`config.mk`:
```
export PLATFORM = sky130hd
export DESIGN_NAME = addr_bus_responder_flat
export DESIGN_NICKNAME = d
export VERILOG_FILES = /design/src/rtl/addr_bus_pkg.sv /design/src/rtl/addr_bus_responder_if.sv /design/src/rtl/addr_seq_tracker.sv /design/src/rtl/addr_bus_responder.sv /design/src/flat_wrapper.sv
export SDC_FILE = /design/constraint.sdc
export NUM_CORES = 1
export LEC_CHECK = 0
export ABC_CLOCK_PERIOD_IN_PS = 2300
export BUFFER_PORTS_ARGS = -buffer_cell sky130_fd_sc_hd__clkbuf_2
export CORE_ASPECT_RATIO = 0.6
export CORE_MARGIN = 2
export CORE_UTILIZATION = 40
export CTS_CLUSTER_DIAMETER = 30
export CTS_CLUSTER_SIZE = 12
export DETAILED_ROUTE_END_ITERATION = 10
export SLEW_MARGIN = 20
export SYNTH_ARGS = -nofsm -noshare
export SYNTH_HDL_FRONTEND = slang
export SYNTH_HIERARCHICAL = 1
export SYNTH_SLANG_ARGS = --single-unit
```
`constraint.sdc`:
```
create_clock -name clk -period 2.3 [get_ports clk]
set_input_delay 0.46 -clock clk [delete_from_list [all_inputs] [get_ports clk]]
set_output_delay 0.46 -clock clk [all_outputs]
set_load 0.01 [all_outputs]
```
`src/rtl/addr_bus_pkg.sv`:
```
// Shared types and default widths for the en/wr/addr stimulus bus responder.
package addr_bus_pkg;
    localparam int DEF_ADDR_W = 6;
    localparam int DEF_DATA_W = 8;
    localparam int DEF_CNT_W  = 8;

    typedef enum logic [1:0] {IDLE, FIRST, STREAM} seq_state_t;

    typedef logic [DEF_ADDR_W-1:0] addr_t;
    typedef logic [DEF_DATA_W-1:0] data_t;
endpackage

```
`src/rtl/addr_bus_responder_if.sv`:
```
// Stimulus bus bundle: initiator drives en/wr/addr/wdata, responder returns data and status.
interface addr_bus_responder_if
    import addr_bus_pkg::*;
#(
    parameter int ADDR_W = DEF_ADDR_W,
    parameter int DATA_W = DEF_DATA_W,
    parameter int CNT_W  = DEF_CNT_W
);
    logic              en;
    logic              wr;
    logic [ADDR_W-1:0] addr;
    logic [DATA_W-1:0] wdata;
    logic [DATA_W-1:0] rdata;
    logic              rvalid;
    logic [CNT_W-1:0]  wr_cnt;
    logic [CNT_W-1:0]  rd_cnt;
    logic              in_stream;

    modport master (
        output en, wr, addr, wdata,
        input  rdata, rvalid, wr_cnt, rd_cnt, in_stream
    );

    modport slave (
        input  en, wr, addr, wdata,
        output rdata, rvalid, wr_cnt, rd_cnt, in_stream
    );
endinterface

```
`src/rtl/addr_seq_tracker.sv`:
```
// Tracks whether accesses form a sequential run (same direction, address +1 with wrap).
module addr_seq_tracker
    import addr_bus_pkg::*;
#(
    parameter int ADDR_W = DEF_ADDR_W
) (
    input  logic              clk,
    input  logic              rst_n,
    input  logic              en,
    input  logic              wr,
    input  logic [ADDR_W-1:0] addr,
    output logic              in_stream
);
    seq_state_t        state_q, state_d;
    logic [ADDR_W-1:0] last_addr_q;
    logic              last_wr_q;
    logic [ADDR_W-1:0] next_addr;
    logic              in_stream_q;

    // Kept at ADDR_W bits so that the top address rolls over to 0.
    assign next_addr = last_addr_q + ADDR_W'(1);

    always_comb begin
        state_d = state_q;
        case (state_q)
            IDLE: begin
                if (en) state_d = FIRST;
            end
            FIRST, STREAM: begin
                if (!en)
                    state_d = IDLE;
                else if ((addr == next_addr) && (wr == last_wr_q))
                    state_d = STREAM;
                else
                    state_d = FIRST;
            end
            default: state_d = IDLE;
        endcase
    end

    always_ff @(posedge clk or negedge rst_n) begin
        if (!rst_n) begin
            state_q     <= IDLE;
            last_addr_q <= '0;
            last_wr_q   <= 1'b0;
            in_stream_q <= 1'b0;
        end else begin
            state_q     <= state_d;
            in_stream_q <= (state_d == STREAM);
            if (en) begin
                last_addr_q <= addr;
                last_wr_q   <= wr;
            end
        end
    end

    assign in_stream = in_stream_q;
endmodule

```
`src/rtl/addr_bus_responder.sv`:
```
// Bus-target register array with one-cycle read latency, saturating access
// counters and a sequential-run indicator.
module addr_bus_responder
    import addr_bus_pkg::*;
#(
    parameter int ADDR_W = DEF_ADDR_W,
    parameter int DATA_W = DEF_DATA_W,
    parameter int CNT_W  = DEF_CNT_W
) (
    input  logic clk,
    input  logic rst_n,
    addr_bus_responder_if.slave bus
);
    localparam int DEPTH = 2 ** ADDR_W;

    logic [DATA_W-1:0] mem [DEPTH];
    logic [DATA_W-1:0] rdata_p1;
    logic              vld_p1;
    logic [CNT_W-1:0]  wr_cnt_q;
    logic [CNT_W-1:0]  rd_cnt_q;
    logic              wr_acc_p0;
    logic              rd_acc_p0;

    function automatic logic [CNT_W-1:0] sat_inc(input logic [CNT_W-1:0] c);
        return (&c) ? c : c + CNT_W'(1);
    endfunction

    assign wr_acc_p0 = bus.en & bus.wr;
    assign rd_acc_p0 = bus.en & ~bus.wr;

    // p0 -> p1: array access, read data/valid registered, counters updated
    always_ff @(posedge clk or negedge rst_n) begin
        if (!rst_n) begin
            for (int i = 0; i < DEPTH; i++) mem[i] <= '0;
            rdata_p1 <= '0;
            vld_p1   <= 1'b0;
            wr_cnt_q <= '0;
            rd_cnt_q <= '0;
        end else begin
            vld_p1 <= rd_acc_p0;
            if (wr_acc_p0) begin
                mem[bus.addr] <= bus.wdata;
                wr_cnt_q      <= sat_inc(wr_cnt_q);
            end
            if (rd_acc_p0) begin
                rdata_p1 <= mem[bus.addr];
                rd_cnt_q <= sat_inc(rd_cnt_q);
            end
        end
    end

    addr_seq_tracker #(
        .ADDR_W (ADDR_W)
    ) u_seq (
        .clk       (clk),
        .rst_n     (rst_n),
        .en        (bus.en),
        .wr        (bus.wr),
        .addr      (bus.addr),
        .in_stream (bus.in_stream)
    );

    assign bus.rdata  = rdata_p1;
    assign bus.rvalid = vld_p1;
    assign bus.wr_cnt = wr_cnt_q;
    assign bus.rd_cnt = rd_cnt_q;
endmodule

```
`src/flat_wrapper.sv`:
```
// flat-port wrapper written by rule: the top's interface ports become plain ports
module addr_bus_responder_flat import addr_bus_pkg::*;
#(
    parameter int ADDR_W = DEF_ADDR_W,
    parameter int DATA_W = DEF_DATA_W,
    parameter int CNT_W  = DEF_CNT_W
)
  (clk, rst_n, bus_en, bus_wr, bus_addr, bus_wdata, bus_rdata, bus_rvalid, bus_wr_cnt, bus_rd_cnt, bus_in_stream);
  addr_bus_responder_if #(.ADDR_W(ADDR_W), .DATA_W(DATA_W), .CNT_W(CNT_W)) bus_i ();
  input  logic clk;
  input  logic rst_n;
  input wire logic [$bits(bus_i.en)-1:0] bus_en;
  input wire logic [$bits(bus_i.wr)-1:0] bus_wr;
  input wire logic [$bits(bus_i.addr)-1:0] bus_addr;
  input wire logic [$bits(bus_i.wdata)-1:0] bus_wdata;
  output wire logic [$bits(bus_i.rdata)-1:0] bus_rdata;
  output wire logic [$bits(bus_i.rvalid)-1:0] bus_rvalid;
  output wire logic [$bits(bus_i.wr_cnt)-1:0] bus_wr_cnt;
  output wire logic [$bits(bus_i.rd_cnt)-1:0] bus_rd_cnt;
  output wire logic [$bits(bus_i.in_stream)-1:0] bus_in_stream;
  assign bus_i.en = bus_en;
  assign bus_i.wr = bus_wr;
  assign bus_i.addr = bus_addr;
  assign bus_i.wdata = bus_wdata;
  assign bus_rdata = bus_i.rdata;
  assign bus_rvalid = bus_i.rvalid;
  assign bus_wr_cnt = bus_i.wr_cnt;
  assign bus_rd_cnt = bus_i.rd_cnt;
  assign bus_in_stream = bus_i.in_stream;
  addr_bus_responder #(.ADDR_W(ADDR_W), .DATA_W(DATA_W), .CNT_W(CNT_W)) u_core (.clk(clk), .rst_n(rst_n), .bus(bus_i));
endmodule
```
==> impl_summary.md, run 1 <==
Status
The flow ran to the end, and the final reports show no timing, DRC or antenna violations.

Synthesis
Synthesis handed over a netlist of 1791 instances. In the post-synthesis netlist, the biggest area contributors are sky130_fd_sc_hd__dfrtp_1 (53%), sky130_fd_sc_hd__mux2_2 (23%), sky130_fd_sc_hd__mux2i_1 (4.5%), sky130_fd_sc_hd__mux4_2 (4.3%), sky130_fd_sc_hd__nor2_4 (2.5%). The synthesized flop and latch total is 547. Of all cell types, the one taking the most synthesized area is sky130_fd_sc_hd__dfrtp_1. The synthesized design devotes to its leading area cell type 53.26% of total area.

The async set-reset flop share out of synthesis is 100.0%. The average cell area after synthesis is 14.35 sq um. The Yosys warning count is 6. In the synthesized netlist the dominant register cell turns out to be sky130_fd_sc_hd__dfrtp_1. The number of enable-type register cells in the synthesized netlist is 0. The post-synthesis sequential area ratio is 53.26%. The number of nets handed over by synthesis was 1814. The number of distinct library cells after synthesis is 65. Summing every instance area after synthesis gives 25700 sq um.

STA
Counting I/O delays and the setup requirement, the final critical path takes 2.154 ns. The setup TNS is 0 ns. The post-route clock period utilization is 93.66%. The final hold violation count is 0. Setup violations remaining at the end of the flow were counted as 0. On the final layout, the worst clock skew is 0.01666 ns. In this run the tightest slew margin relative to its limit is 36.01%. Setup repair after global routing left no endpoint under its margin. The pin slew with the least headroom to its limit is 0.9599 ns. The final-report max-slew violation count came to 0.

Across all hold checks on the routed design, the worst slack comes to 0.1713 ns. The fmax is 464.2 MHz. In the post-route analysis, the smallest setup slack over all paths is 0.1457 ns.

Pwr
The worst-case IR drop observed on VDD is 0.6068 mV. Overall power consumption after layout is estimated at 28.21 mW. Dividing total power by cell area gives a power density of 862.0 nW/um^2. Summed over all cells, the static leakage comes to 15.33 nW.

Route
The first routing iteration left 1417 violations. The routed layout has 16810 vias. The average via count per standard cell is 5.629.

The remaining number of nets flagged by the antenna check after routing is 0. The detailed-routing iteration count for the pre-antenna-repair pass is 5. Dividing the detail-routed wire length by the instance count gives 25.98 um. After detailed routing, the number of remaining DRC violations is 0. Wires add up to 77600 um.

CTS
The setup fix buffers added after clock tree synthesis is 0. In this run the deepest clock path goes through 3 buffers. The clock-pin transition on the worst setup and hold timing paths is 0.05 ns. The later pin in the worst-skew pair is clocked with a latency of 0.63 ns. The number of cells upsized or downsized after cts is 0.

The clock tree root driver cell is sky130_fd_sc_hd__clkbuf_16. The CTS H-tree depth is 3. The TritonCTS clock tree is done. Buffers inserted during clock tree synthesis total 89. The clock drives 547 sinks.

GRT
The via count of the first global-routing pass is 17530. The total routing usage reported by global routing is 23.49%. Summed over all layers, the global routing overflow is 0. Entering global routing, the biggest net connects 93 pins. The first global-routing pass estimated 117200 um of wire. The initial antenna violation count is 1.

Floorplanning
The effective utilization at floorplan is 40.75%. During I/O placement, the number of pins put on the boundary was 44. The y dimension of the die is 200.3 um. The die extent in x is 331.2 um. The die covers 66360 sq um. The area of the placeable core is 63070 sq um. The initialized floorplan defines 71 standard-cell rows.

Placement
The placed cell count is 2822. The worst setup slack before clock tree synthesis is -0.3854 ns. The standard cell area after detailed placement is 29550 sq um.

Buffers placed on the I/O ports in this run total 43. The congestion estimate from routability-driven global placement came to 0.8951. The detailed placer's ending HPWL is 53360 um.

Critical path
Measured in cells, the most critical reg-to-reg path has a length of 7. The slowest stage of the critical path is the sky130_fd_sc_hd__mux4_2 cell. The nature of the critical path startpoint is a primary input. For this run, the slowest stage of the critical path takes 0.50 ns. The required time of the worst setup path is 2.78 ns. The kind of cell with the highest combined delay along the critical path is compound AO/OA/AOI/OAI gates.

The critical path contains buffers and inverters numbering 3 combined. Along the worst path, the maximum fanout reaches 12. The arrival time at the worst endpoint is 2.63 ns.

The signal on the critical path passes through buf_4, buf_4, buf_4, mux4_2, o21ai_0, o211ai_1, a21oi_1, a41oi_1. The worst setup path is of the primary input to flop kind. In this design, the critical path's most frequently occurring cell is sky130_fd_sc_hd__buf_4. STA classifies the critical path endpoint as a flop. Counting buffers and inverters, the worst setup path is 8 cells deep.

Cells and area
The number of cells in the finished layout apart from fillers is 2987. The share of cells above drive strength 1 is 53.33%. The area growth from synthesis to layout is 27.34%. The total number of nets in the final design is 2098. The area of all placed cells without fillers is 32730 sq um.

The core utilization of the finished layout is 51.88%.

Min path
In this run the worst hold path is classified as primary input to flop. The worst hold path passes through 2 cells.

Run
The number of maximum-capacitance violations is 0.
routing by layer:
| layer | GRT usage (%) | vias to the layer above | routed length (um) |
|---|---|---|---|
| li1 | - | 7249 | - |
| met1 | 35.46 | 8966 | 37400 |
| met2 | 31.93 | 475 | 32040 |
| met3 | 8.152 | 119 | 6641 |
| met4 | 5.235 | 4 | 1372 |
| met5 | 1.418 | - | 148 |
cell families after synthesis:
| family | after synthesis | synth area share (%) |
|---|---|---|
| buffers and inverters | 132 | 2.629 |
| xor gates and xnor gates | 23 | 0.7839 |
| AOI/OAI and AO/OA | 170 | 4.718 |
| DFF | 547 | 53.26 |
| muxes | 711 | 32.74 |
| and+or+nand+nor | 203 | 5.623 |
| adders and majority gates | 5 | 0.2434 |
synthesized netlist by cell type (all sizes together) (3+ instances only):
master  count
dfrtp     547
mux2      547
mux2i     115
nor2       96
buf        68
clkbuf     56
a22oi      50
mux4       49
nand2      44
nand3      23
a21oi      22
a221oi     22
o22ai      16
o21ai      15
xnor2      15
a31oi      14
inv         8
xor2        8
and3        7
nand4       7
ha          5
nor2b       5
a211oi      4
a311oi      4
and2        3
nand2b      3
nor3        3
nor3b       3
o211ai      3
cell usage in the layout (no fill, tap or decap), types with 15 or more instances in the layout:
| master | count |
|---|---|
| sky130_fd_sc_hd__nand3_1 | 23 |
| sky130_fd_sc_hd__o22ai_1 | 16 |
| sky130_fd_sc_hd__nand2_1 | 36 |
| sky130_fd_sc_hd__a22oi_1 | 50 |
| sky130_fd_sc_hd__clkbuf_16 | 89 |
| sky130_fd_sc_hd__mux2_2 | 536 |
| sky130_fd_sc_hd__a221oi_1 | 22 |
| sky130_fd_sc_hd__nor2_1 | 29 |
| sky130_fd_sc_hd__buf_4 | 182 |
| sky130_fd_sc_hd__mux2i_1 | 115 |
| sky130_fd_sc_hd__buf_12 | 92 |
| sky130_fd_sc_hd__a21oi_1 | 22 |
| sky130_fd_sc_hd__nor2_4 | 58 |
| sky130_fd_sc_hd__mux4_2 | 49 |
| sky130_fd_sc_hd__o21ai_0 | 15 |
| sky130_fd_sc_hd__dfrtp_1 | 547 |
| sky130_fd_sc_hd__xnor2_1 | 15 |
| sky130_fd_sc_hd__clkbuf_2 | 39 |
state kept, by name (all words and copies together), names as in the netlist:
signal                    flops
u_core/u_seq/last_addr_q      6
u_core/u_seq/last_wr_q        1
u_core/u_seq/in_stream        1
u_core/bus.rdata              8
u_core/bus.wr_cnt             8
u_core/bus.rvalid             1
u_core/u_seq/state_q          2
u_core/bus.rd_cnt             8
u_core/mem                  512
what timing repair did:
item / in CTS / in global routing
hold buffers: 1 / 0
endpoints found under the setup margin: 0 / 0
endpoints found under the hold margin: 29 / 0
final timing paths:
kind / startpoint / endpoint / slack, ns
worst min register to register: u_core/mem[26] / u_core/mem[26] / 0.49
min in group asynchronous: rst_n / u_core/mem[356] / 0.33
worst max-delay path: bus_addr[1] / u_core/bus.rdata[3] / 0.15
worst max register to register: u_core/mem[412] / u_core/bus.rdata[4] / 0.18
worst min-delay path: bus_wr / u_core/u_seq/last_wr_q / 0.17
max in group asynchronous: rst_n / u_core/bus.wr_cnt[2] / 1.05
where the power goes:
part           total (mW)  internal (mW)  leakage, nW  switching, mW
Clock                14.0           8.88         1.53           5.16
Sequential           11.1           10.5         7.40          0.575
Combinational        3.08           1.51         6.41           1.57
Total                28.2           20.9         15.3           7.31
area by class of cell:
cell class | instances | area [sq um]
antenna | 1 | 2.502
clock buffer | 100 | 2359
clock inverter | 63 | 800.8
fill | 5255 | 30350
inverter | 8 | 30.03
multi-input combinational | 1112 | 11340
sequential | 547 | 13690
tap | 839 | 1050
timing repair buffer | 317 | 3455
Power figures use the tool's default switching activity.
==> run 2, diff against run 1 <==
--- a/config.mk
+++ b/config.mk
@@ -6,13 +6,14 @@
 export NUM_CORES = 1
 export LEC_CHECK = 0
 export ABC_CLOCK_PERIOD_IN_PS = 2300
-export BUFFER_PORTS_ARGS = -buffer_cell sky130_fd_sc_hd__clkbuf_2
 export CORE_ASPECT_RATIO = 0.6
 export CORE_MARGIN = 2
 export CORE_UTILIZATION = 40
+export CTS_BUF_LIST = sky130_fd_sc_hd__clkbuf_4 sky130_fd_sc_hd__clkbuf_8
 export CTS_CLUSTER_DIAMETER = 30
 export CTS_CLUSTER_SIZE = 12
 export DETAILED_ROUTE_END_ITERATION = 10
+export DONT_BUFFER_PORTS = 1
 export SLEW_MARGIN = 20
 export SYNTH_ARGS = -nofsm -noshare
 export SYNTH_HDL_FRONTEND = slang
==> impl_summary.md, run 2 (same netlist as run 1, synthesis figures left out) <==
Status
Status: finished, violations left (was complete, no violations). The final reports fail on hold timing, slew limit.

STA
The final-report max-slew violation count is 193 (was 0). The number of failing setup endpoints in the final timing report is 0 (unchanged). The relative max-transition margin is -14.53% (was 36.01%).

Setup repair after global routing missed its margin: false (unchanged). The final hold violation count is 547 (was 0). The minimum clock period after layout is 2.099 ns (was 2.154 ns).

The pin slew with the least headroom to its limit came to 1.718 ns (was 0.9599 ns). The fmax was 476.3 MHz (was 464.2 MHz). The post-route clock period utilization is 91.28% (was 93.66%).

The maximum clock skew at final layout was 0.02918 ns (was 0.01666 ns). The worst hold slack is -0.4869 ns (was 0.1713 ns).

Pwr
The leakage power figure is 13.42 nW (was 15.33 nW). The largest vdd supply drop was 0.3833 mV (was 0.6068 mV). The combinational group share of total power came to 9.8% (was 10.9%). The switching part of the total power was 26.94% (was 25.91%). The net switching power is 6.153 mW (was 7.309 mW). The part of the total power dissipated in sequential elements is 48.7% (was 39.3%). The cell-internal power was 16.69 mW (was 20.90 mW). The areal power density over the cells is 786.4 nW/um^2 (was 862.0 nW/um^2). The total power after layout was 22.84 mW (was 28.21 mW). The power share of the clock group came to 41.5% (was 49.8%).

Placement
The detailed placer's ending HPWL came to 43500 um (was 53360 um). The global placer's final weighted congestion is 0.8913 (was 0.8951). The number of input and output port buffers inserted came to 0 (was 43).

The standard cell area after detailed placement is 26740 sq um (was 29550 sq um).

GRT
The initial antenna violation count was 2 (was 1). The sum of overflow across all layers after global routing is 0 (unchanged). The via count of the first global-routing pass is 16380 (was 17530).

The total routing usage reported by global routing is 21.57% (was 23.49%). The pin count of the biggest net entering global routing is 548 (was 93). The global-route wire length before repair is 108800 um (was 117200 um).

Floorplanning
The effective utilization at floorplan is 40.75% (unchanged). The area of the placeable core came to 63070 sq um (unchanged). The site row count was 71 (unchanged). The die extent in x is 331.2 um (unchanged). The area of the die is 66360 sq um (unchanged). The y dimension of the die is 200.3 um (unchanged). The number of top-level pins is 44 (unchanged).

Route
The remaining number of nets flagged by the antenna check after routing is 0 (unchanged). The via total after detailed routing is 15770 (was 16810). The detailed-route wire length per cell is 25.96 um (was 25.98 um).

The detailed-routing iteration count for the pre-antenna-repair pass is 5 (unchanged). The total length of routed wires is 71300 um (was 77600 um). The violation count after the first detailed-routing iteration was 1285 (was 1417).

The average via count per standard cell is 5.739 (was 5.629). The remaining routing DRC violations is 0 (unchanged).

CTS
The clock net sink count came to 547 (unchanged). The maximum clock path buffer count is 3 (unchanged). The clock-pin transition on the worst setup and hold timing paths is 0.08 ns (was 0.05 ns). The clock latency of the later-clocked register in the worst-skew pair was 0.70 ns (was 0.63 ns). The cts-stage hold buffer count was 16 (was 1).

The TritonCTS buffer count came to 87 (was 89). The clock tree root driver cell is sky130_fd_sc_hd__clkbuf_8 (was sky130_fd_sc_hd__clkbuf_16). The CTS H-tree depth is 3 (unchanged).

The TritonCTS clock tree is done (unchanged). The setup fix buffers added after clock tree synthesis was 0 (unchanged).

Critical path
The nature of the critical path startpoint is a flop (was primary input). The required time of the worst setup path came to 2.83 ns (was 2.78 ns). The maximum net fanout on the critical path is 2 (was 12). The category of the most critical setup path is flop to flop (was primary input to flop). The arrival time at the worst endpoint is 2.63 ns (about the same).

The element type at the critical path end is a flop (unchanged).

Cells and area
The total of fill cells in the finished design is 5619 (was 5255). The number of antenna cells inserted was 0 (was 1). The most frequent standard cell in the layout excluding fill and tap cells is sky130_fd_sc_hd__dfrtp_1 (unchanged).

The core utilization of the finished layout was 46.04% (was 51.88%). Leading cell types in the layout, fill and taps excluded: sky130_fd_sc_hd__dfrtp_1 (547), sky130_fd_sc_hd__mux2_2 (536), sky130_fd_sc_hd__mux2i_1 (115) (was sky130_fd_sc_hd__dfrtp_1 (547), sky130_fd_sc_hd__mux2_2 (536), sky130_fd_sc_hd__buf_4 (182)). The area growth from synthesis to final layout is 13.00% (was 27.34%).

The total number of nets in the final design was 1856 (was 2098). The register ranked first by flip-flop count is u_core/mem (unchanged). The share of cells above drive strength 1 was 47.22% (was 53.33%). The area of all placed cells without fillers is 29040 sq um (was 32730 sq um). The number of flip-flops in the largest register is 512 (unchanged).

Run
The number of maximum-capacitance violations is 0 (unchanged).

Min path
The type of the most critical hold path is primary input to async pin (was primary input to flop).
run 2: cell types whose count changed in the layout (fill, tap and decap cells not counted), sizes merged:
cell / before / now
buf: 277 / 69
clkbuf: 139 / 105
dlygate4sd3: 1 / 8
bufinv: 12 / 6
inv: 27 / 30
clkinvlp: 9 / 8
diode: 1 / 0
run 2: area by class of cell:
cell class	count	area [sq um]	area share, %
clock buffer	105	1401	4.825
clock inverter	59	596.8	2.055
inverter	8	30.03	0.1034
multi-input combinational	1112	11340	39.05
sequential	547	13690	47.13
tap	839	1050	3.615
timing repair buffer	77	933.4	3.214
run 2: per-layer routing:
| metal | wire, um | global-route usage, % | share of wire (%) |
|---|---|---|---|
| met1 | 35060 | 33.17 | 49 |
| met3 | 5048 | 5.567 | 7.1 |
| met5 | 0 | 0 | 0 |
| met4 | 915 | 4.419 | 1.3 |
| met2 | 30270 | 30.40 | 42 |
run 2: worst paths after layout:
| path | startpoint | end | slack, ns | depth (start not counted) |
|---|---|---|---|---|
| max in group asynchronous | rst_n | u_core/mem[152] | 1.44 | 0 |
| min | rst_n | u_core/mem[323] | -0.49 | 0 |
| min reg2reg | u_core/mem[26] | u_core/mem[26] | 0.49 | 1 |
| max reg2reg | u_core/mem[17] | u_core/bus.rdata[1] | 0.20 | 5 |
| max | u_core/mem[17] | u_core/bus.rdata[1] | 0.20 | 5 |
| min in group clk | bus_en | u_core/u_seq/state_q[0] | 0.07 | 2 |
run 2: critical path, cell delays in order, from the launching register on:
cell                      delay [ns]
sky130_fd_sc_hd__dfrtp_1        0.38
sky130_fd_sc_hd__mux4_2         0.56
sky130_fd_sc_hd__a31oi_1        0.21
sky130_fd_sc_hd__nand4_1        0.16
sky130_fd_sc_hd__nor3_1         0.50
sky130_fd_sc_hd__a31oi_1        0.17
run 2: power by group through the flow:
stage	Combinational, mW	Sequential, mW	Clock (mW)
finish	2.24	11.1	9.48
global route	2.39	11.2	10.2
CTS	2.23	11.1	9.72
detailed placement	2.00	11.3	0
global placement	1.92	11.2	0
floorplan	1.76	11.1	0
run 2: what timing repair did:
action / CTS / global route
endpoints found under the setup margin: 0 / 1
gates resized for setup: 0 / 1
endpoints found under the hold margin: 1070 / 547
run 2: stage by stage:
| stage | hold WS (ns) | setup slack (ns) | TNS, ns | cells |
|---|---|---|---|---|
| after global routing | -0.5336 | 0.05742 | 0 | 2747 |
| final | -0.4869 | 0.2006 | 0 | 2747 |
| after floorplan | 0.1644 | 0.2602 | 0 | 1791 |
| after global placement | 0.2078 | -0.05837 | -0.05837 | 2567 |
| after detailed placement | 0.2099 | -0.08587 | -0.08587 | 2567 |
| after CTS | -0.5321 | 0.09268 | 0 | 2747 |
